**src/rtl/serial_rx_pkg.sv**
```systemverilog
// Shared definitions for the serial frame receiver: FSM state encoding.
package serial_rx_pkg;

   // 2'd3 is never entered; the FSM treats it like RX_IDLE.
   typedef enum logic [1:0] {
      RX_IDLE = 2'd0,
      RX_DATA = 2'd1,
      RX_STOP = 2'd2
   } rx_state_t;

endpackage

```
**src/rtl/rx_shift_reg.sv**
```systemverilog
// WIDTH-bit right-shift register; serial bits enter at the MSB so that after
// WIDTH shifts the first bit received (the LSB of the word) sits in bit 0.
module rx_shift_reg #(
   parameter int WIDTH = 4
) (
   input  logic             Clock,
   input  logic             Reset,
   input  logic             shift,
   input  logic             din,
   output logic [WIDTH-1:0] dout
);

   // Shift one bit in from the top whenever enabled.
   always_ff @(posedge Clock) begin
      if (Reset)
         dout <= '0;
      else if (shift)
         dout <= {din, dout[WIDTH-1:1]};
   end

endmodule

```
**src/rtl/serial_frame_receiver.sv**
```systemverilog
// Serial-in / parallel-out frame receiver: start bit, WIDTH data bits LSB
// first, stop bit. Good frames update Q with a one-cycle Valid pulse; a bad
// stop bit discards the word and pulses FrameErr.
module serial_frame_receiver
   import serial_rx_pkg::*;
#(
   parameter int WIDTH = 4
) (
   input  logic             Clock,
   input  logic             Reset,
   input  logic             w,
   input  logic             En,
   output logic [WIDTH-1:0] Q,
   output logic             Valid,
   output logic             FrameErr,
   output logic             Busy
);

   localparam int            CW   = (WIDTH > 2) ? $clog2(WIDTH) : 1;
   localparam logic [CW-1:0] LAST = CW'(WIDTH - 1);

   rx_state_t        state;
   logic [CW-1:0]    count;
   logic [WIDTH-1:0] shreg;

   // Data bits are captured only on strobed edges while in the data phase.
   rx_shift_reg #(.WIDTH(WIDTH)) u_shreg (
      .Clock (Clock),
      .Reset (Reset),
      .shift (En && (state == RX_DATA)),
      .din   (w),
      .dout  (shreg)
   );

   // Frame FSM, bit counter and registered outputs; pulses clear every edge.
   always_ff @(posedge Clock) begin
      if (Reset) begin
         state    <= RX_IDLE;
         count    <= '0;
         Q        <= '0;
         Valid    <= 1'b0;
         FrameErr <= 1'b0;
         Busy     <= 1'b0;
      end else begin
         Valid    <= 1'b0;
         FrameErr <= 1'b0;
         if (En) begin
            case (state)
               RX_DATA: begin
                  // Count holds at the last index instead of wrapping.
                  if (count == LAST)
                     state <= RX_STOP;
                  else
                     count <= count + 1'b1;
               end
               RX_STOP: begin
                  if (w) begin
                     Q     <= shreg;
                     Valid <= 1'b1;
                  end else begin
                     FrameErr <= 1'b1;
                  end
                  state <= RX_IDLE;
                  Busy  <= 1'b0;
               end
               default: begin
                  // Idle (and the unused encoding): any 0 is a start bit.
                  if (!w) begin
                     state <= RX_DATA;
                     count <= '0;
                     Busy  <= 1'b1;
                  end
               end
            endcase
         end
      end
   end

endmodule

```
**config.mk**
```make
export PLATFORM = sky130hd
export DESIGN_NAME = serial_frame_receiver
export DESIGN_NICKNAME = d
export VERILOG_FILES = /design/src/rtl/serial_rx_pkg.sv /design/src/rtl/rx_shift_reg.sv /design/src/rtl/serial_frame_receiver.sv
export SDC_FILE = /design/constraint.sdc
export NUM_CORES = 1
export LEC_CHECK = 0
export CELL_PAD_IN_SITES_DETAIL_PLACEMENT = 1
export CELL_PAD_IN_SITES_GLOBAL_PLACEMENT = 1
export CORE_UTILIZATION = 30
export CTS_BUF_LIST = sky130_fd_sc_hd__clkbuf_16
export DETAILED_ROUTE_END_ITERATION = 6
export GPL_ROUTABILITY_DRIVEN = 0
export PLACE_DENSITY = 0.67
export SLEW_MARGIN = 5
export SYNTH_ARGS = -nofsm -noshare
export SYNTH_HDL_FRONTEND = slang
export SYNTH_SLANG_ARGS = --single-unit
```
**constraint.sdc**
```tcl
create_clock -name Clock -period 2.5 [get_ports Clock]
set_input_delay 0.5 -clock Clock [delete_from_list [all_inputs] [get_ports Clock]]
set_output_delay 0.5 -clock Clock [all_outputs]
set_load 0.01 [all_outputs]
```
==> reports/qor.txt, run 1 <==
synthesized area: 679 um2
Post-Synth Adder-Cell Area: 0.0921
drt first pass iters: 4
total CTS buffers: 3
fin. max-slew vios: 0
nets: 96
# Post-CTS Setup Buffers: 0
first-pass GRT wire length: 2420 um
CTS tree: yes
die height: 49.6 um
Post-DP Area: 806 um2
total wire length: 1360 um
Avg Cell Area, Syn: 9.18 um2
Slew @ Worst Pin: 0.561 ns
IO Count: 11
Final ANT Viol Nets: 0
Max-slew headroom: 0.625
Power per Cell Area: 708 nW/um2
clock tree buffer depth: 2
status: finished, final reports clean
Final period util: 0.681
unrepaired setup endpoints after global routing: false
main combinational cell family by area after synthesis: simple AND/OR/NAND/NOR gates
maximum vdd ir drop: 0.356 mV
clk sinks: 15
gr usage total: 0.140
Yosys warning count: 0
proportion of synthesized area in mux cells: 0.0810
clk slew on worst S/H paths: 0.05 ns
Synth Area in Simple Gates: 0.212
final worst setup slack: 0.797 ns
Synthesized Nets: 83
die area: 2460 um2
crit path DAT: 1.88 ns
Placement Setup Slack: 0.541 ns
Max Clk Rate: 0.587 GHz
GRT Residual Overflow: 0
antenna violations before repair: 0
Synth Area in Compound Gates: 0.118
#FFs+latches synth: 15
Avg WL per Cell: 12.0 um
Vias: 548
diodes inserted: 0
CORE AREA: 2040 um2
Fin Clk Skew: 0.000862 ns
Req. time, crit path: 2.68 ns
sequential share of the synthesized area: 0.442
Starting DRT DRC Count: 7
Starting Density: 0.333
worst r2r src: state[1]$_SDFFE_PP0P_
CP max FO: 7
crit path launch type: input port
Final Hold Viols: 0
Final setup viols: 0
post_cts resized: 0
Hold WC Path Type: register to register
XOR/XNOR share of the synthesized area: 0
total negative slack: 0 ns
# rows: 16
Hold Buf Count CTS: 0
Tmin final: 1.70 ns
Vias/cell: 4.85
dpl hpwl: 974 um
post-route cell area: 886 um2
fill count: 249
pin count of the biggest net entering global routing: 17
post-synth cell types: 25
vias in the first global route: 550
leak pwr: 0.363 nW
Clock Tree Root: clkbuf_16
Die Wd: 49.6 um
DRC: 0
max-cap check violation count: 0
port bufs: 10
Setup Crit Path Kind: input port to register
Cells after Synth: 74
H-Tree Level Count: 1
Clock Latency Late Sink: 0.25 ns
area grow syn2layout: 30.4%
layout cell share with drive strength beyond 1: 0.0930
CP startpoint: w
HP Start: u_shreg.dout[0]$_SDFFE_PP0P_
Worst setup EP type: register
-- final timing paths --
| path | depth (start not counted) | slack, ns | end |
|---|---|---|---|
| worst max-delay path | 4 | 0.80 | count[0]$_SDFFE_PP0P_ |
| worst min-delay path | 2 | 0.46 | u_shreg.dout[0]$_SDFFE_PP0P_ |
| worst max register to register | 5 | 0.83 | count[0]$_SDFFE_PP0P_ |
| worst min register to register | 2 | 0.46 | u_shreg.dout[0]$_SDFFE_PP0P_ |
-- cells in the mapped netlist --
cell type,count,area [um2]
or4_1,1,7.51
o31ai_1,1,7.51
mux2_4,1,15.0
mux2i_1,4,40.0
nor2b_1,1,6.26
nor2_1,4,15.0
or3_1,1,6.26
o41ai_1,1,8.76
a21oi_2,1,8.76
or4_4,1,11.3
buf_4,1,7.51
o311ai_0,1,8.76
ha_1,5,62.6
and4_1,1,8.76
a31oi_1,1,6.26
dfxtp_1,15,300
nor3_1,2,10.0
nand3_1,5,25.0
inv_1,6,22.5
a21oi_1,6,30.0
clkbuf_1,2,7.51
nand2b_1,2,12.5
o21ai_0,2,10.0
nand2_1,7,26.3
nor3b_1,2,15.0
-- routing by layer --
layer	GRT usage	vias up	routed length, um
met5	0	-	0
met4	0.143	0	61
met3	0.0463	5	51
met2	0.203	9	582
met1	0.155	252	664
li1	-	282	-
-- state kept, by name (all words and copies together), names as in the netlist --
register	flops
Busy	1
FrameErr	1
Q	4
Valid	1
count	2
state	2
u_shreg.dout	4
-- cells by family after synthesis --
group	after synthesis
buffers and inverters	9
AO/OA/AOI/OAI	13
flip-flops	15
AND/OR/NAND/NOR	27
multiplexers	5
adder cells (fa/ha/maj)	5
-- per-stage QoR --
step / hold WS (ns) / total power (W) / utilization / std cells
floorplan: 0.436 / 0.000299 / - / 74
finish: 0.455 / 0.000627 / 0.434 / 113
detailed placement: 0.454 / 0.000320 / 0.395 / 109
global placement: 0.447 / 0.000319 / 0.395 / 109
global route: 0.475 / 0.000661 / 0.434 / 113
CTS: 0.460 / 0.000638 / 0.434 / 113
-- power by group --
group | switching (W) | leakage (nW) | internal (W)
clock network | 0.0000988 | 0.0409 | 0.000214
registers | 0.00000517 | 0.121 | 0.000246
logic | 0.0000357 | 0.201 | 0.0000276
-- cell usage in the layout, fill, tap and decap left out, drive strengths merged --
cell type / netlist / routed
and4: 1 / 1
nor3b: 2 / 2
a31oi: 1 / 1
dfxtp: 15 / 15
mux2: 1 / 1
a21oi: 7 / 7
o41ai: 1 / 1
buf: 1 / 1
or4: 2 / 2
nand2b: 2 / 2
nor3: 2 / 2
clkdlybuf4s50: 0 / 10
nor2b: 1 / 1
or3: 1 / 1
o21ai: 2 / 2
o31ai: 1 / 1
clkbuf: 2 / 3
mux2i: 4 / 4
nand3: 5 / 5
ha: 5 / 5
nand2: 7 / 7
o311ai: 1 / 1
nor2: 4 / 4
inv: 6 / 6
clkinv: 0 / 1
-- worst max-delay path, cell delays in order --
cell,delay (ns)
clkdlybuf4s50_1,0.52
mux2_4,0.33
or4_4,0.41
a21oi_2,0.11
-- area by class of cell --
class                      count  area, um2  area share
timing repair buffer          11        108       0.121
sequential                    15        300       0.339
multi-input combinational     50        342       0.386
clock inverter                 1       5.00     0.00565
tap                           27       33.8      0.0381
inverter                       6       22.5      0.0254
clock buffer                   3       75.1      0.0847
Note: power is estimated with default switching activity, not from simulation.
==> run 2, diff against run 1 <==
--- a/config.mk
+++ b/config.mk
@@ -11,7 +11,7 @@
 export CTS_BUF_LIST = sky130_fd_sc_hd__clkbuf_16
 export DETAILED_ROUTE_END_ITERATION = 6
 export GPL_ROUTABILITY_DRIVEN = 0
-export PLACE_DENSITY = 0.67
+export PLACE_DENSITY = 0.69
 export SLEW_MARGIN = 5
 export SYNTH_ARGS = -nofsm -noshare
 export SYNTH_HDL_FRONTEND = slang
==> constraint.sdc (replaced) <==
create_clock -name Clock -period 1.4 [get_ports Clock]
set_input_delay 0.28 -clock Clock [delete_from_list [all_inputs] [get_ports Clock]]
set_output_delay 0.28 -clock Clock [all_outputs]
set_load 0.01 [all_outputs]
==> reports/qor.txt, run 2 (synthesis gave the netlist of run 1 again) <==
FF-to-FF End: count[0]$_SDFFE_PP0P_
# rows: 16
Final setup viols: 2
drt first pass iters: 4
CP startpoint: state[1]$_SDFFE_PP0P_
die area: 2460 um2
fin cells: 126
Tmin final: 1.47 ns
clock tree buffer depth: 2
CTS tree: yes
Slew @ Worst Pin: 0.277 ns
Fin Clk Skew: 0.00360 ns
failing checks: negative setup slack
delay of the slowest critical-path stage: 0.42 ns
Clock Latency Late Sink: 0.24 ns
status: finished, violations left
IO Count: 11
Hold WC Path Type: register to register
most common cell after layout, fill and taps aside: buf_4
Clock Tree Root: clkbuf_16
H-Tree Level Count: 1
pin count of the biggest net entering global routing: 10
Worst setup EP type: register
Starting DRT DRC Count: 2
fin. max-slew vios: 0
CP max FO: 3
crit path DAT: 1.65 ns
first-pass GRT wire length: 2620 um
Worst R2R Path Depth: 5
Max-slew headroom: 0.814
r2r setup slk: -0.07 ns
clk slew on worst S/H paths: 0.05 ns
HP Start: u_shreg.dout[0]$_SDFFE_PP0P_
max-cap check violation count: 0
crit path launch type: register
leak pwr: 0.487 nW
Final period util: 1.05
Power per Cell Area: 1130 nW/um2
Starting Density: 0.333
die height: 49.6 um
Top Registers: Q: 4 flops, u_shreg.dout: 4 flops
Worst Hold Path Cells: 2
hold slack: 0.458 ns
Placement Setup Slack: -0.294 ns
area grow syn2layout: 54.0%
antenna violations before repair: 0
Avg WL per Cell: 12.4 um
Setup Crit Path Kind: register to register
worst r2r src: state[1]$_SDFFE_PP0P_
unrepaired setup endpoints after global routing: true
Final ANT Viol Nets: 0
Vias: 608
Vias/cell: 4.83
clk sinks: 15
total wire length: 1570 um
DRC: 0
diodes inserted: 0
dpl hpwl: 1180 um
vias in the first global route: 607
cells along the critical path: inv_2 > ha_4 > mux2_4 > or4_4 > a21oi_2
most frequent cells in the layout: buf_4 (14), dfxtp_1 (13), nand2_1 (7), a21oi_1 (5), clkdlybuf4s50_1 (5)
total CTS buffers: 3
Die Wd: 49.6 um
Req. time, crit path: 1.58 ns
Endpoint, Worst Hold: u_shreg.dout[0]$_SDFFE_PP0P_
gr usage total: 0.140
placed cell count: 120
CORE AREA: 2040 um2
layout cell share with drive strength beyond 1: 0.333
maximum vdd ir drop: 0.900 mV
Max Clk Rate: 0.679 GHz
nets: 109
GRT Residual Overflow: 0
Final Hold Viols: 0
fill count: 252
final worst setup slack: -0.0725 ns
port bufs: 10
CP max stage cell: or4_4
-- run 2: worst max-delay path, delay by kind of cell (launching register included) --
| kind | cells | cell delay (ns) |
|---|---|---|
| adders and majority gates | 1 | 0.16 |
| buffers and inverters | 1 | 0.05 |
| AOI/OAI and AO/OA | 1 | 0.13 |
| DFF | 1 | 0.34 |
| and+or+nand+nor | 1 | 0.42 |
| muxes | 1 | 0.31 |
-- run 2: power breakdown --
group	internal (W)	switching (W)	total (W)	leakage (nW)
Sequential	0.000441	0.0000119	0.000453	0.122
Combinational	0.000103	0.0000886	0.000192	0.323
Clock	0.000380	0.000159	0.000539	0.0409
Total	0.000924	0.000260	0.00118	0.486
-- run 2: layout make-up --
class / instances / area (um2) / share of cell area
multi-input cells: 50 / 398 / 0.380
flip-flops and latches: 15 / 305 / 0.292
well taps: 27 / 33.8 / 0.0323
clock inverters: 1 / 5.00 / 0.00478
repair buffers: 24 / 206 / 0.197
clock buffers: 3 / 75.1 / 0.0718
inverters: 6 / 22.5 / 0.0215
-- run 2: worst max path at each step --
| stage | to | depth (start not counted) |
|---|---|---|
| 6_report | count[0]$_SDFFE_PP0P_ | 5 |
| 5_1_grt | count[0]$_SDFFE_PP0P_ | 5 |
| 4_1_cts | count[0]$_SDFFE_PP0P_ | 5 |
| 3_5_place_dp | state[0]$_SDFFE_PP0P_ | 4 |
| 3_3_place_gp | state[0]$_SDFFE_PP0P_ | 4 |
| 2_1_floorplan | count[0]$_SDFFE_PP0P_ | 5 |
-- run 2: metrics by stage --
step	setup TNS, ns	power [W]	instance area, um2	utilization
2_1_floorplan	-0.0330	0.000545	702	-
3_3_place_gp	-1.56	0.000613	911	0.446
3_5_place_dp	-2.16	0.000619	911	0.446
4_1_cts	-0.125	0.00117	995	0.487
5_1_grt	-0.244	0.00125	1050	0.512
6_report	-0.0752	0.00118	1050	0.512
-- run 2: timing repair --
| item | 4_1_cts | 5_1_grt |
|---|---|---|
| pin swaps | 4 | 2 |
| buffers inserted | 0 | 2 |
| cloned | 0 | 0 |
| hold buffers | 0 | 0 |
| gates resized for setup | 6 | 10 |
| setup endpoints to repair | 10 | 8 |
-- run 2: metal layers --
metal | up-vias | GRT usage | share of wire | routed length [um]
li1 | 309 | - | - | -
met1 | 289 | 0.170 | 0.48 | 746
met2 | 10 | 0.230 | 0.49 | 773
met3 | 0 | 0.0556 | 0.029 | 45
met4 | 0 | 0.0286 | 0 | 0
met5 | - | 0 | 0 | 0
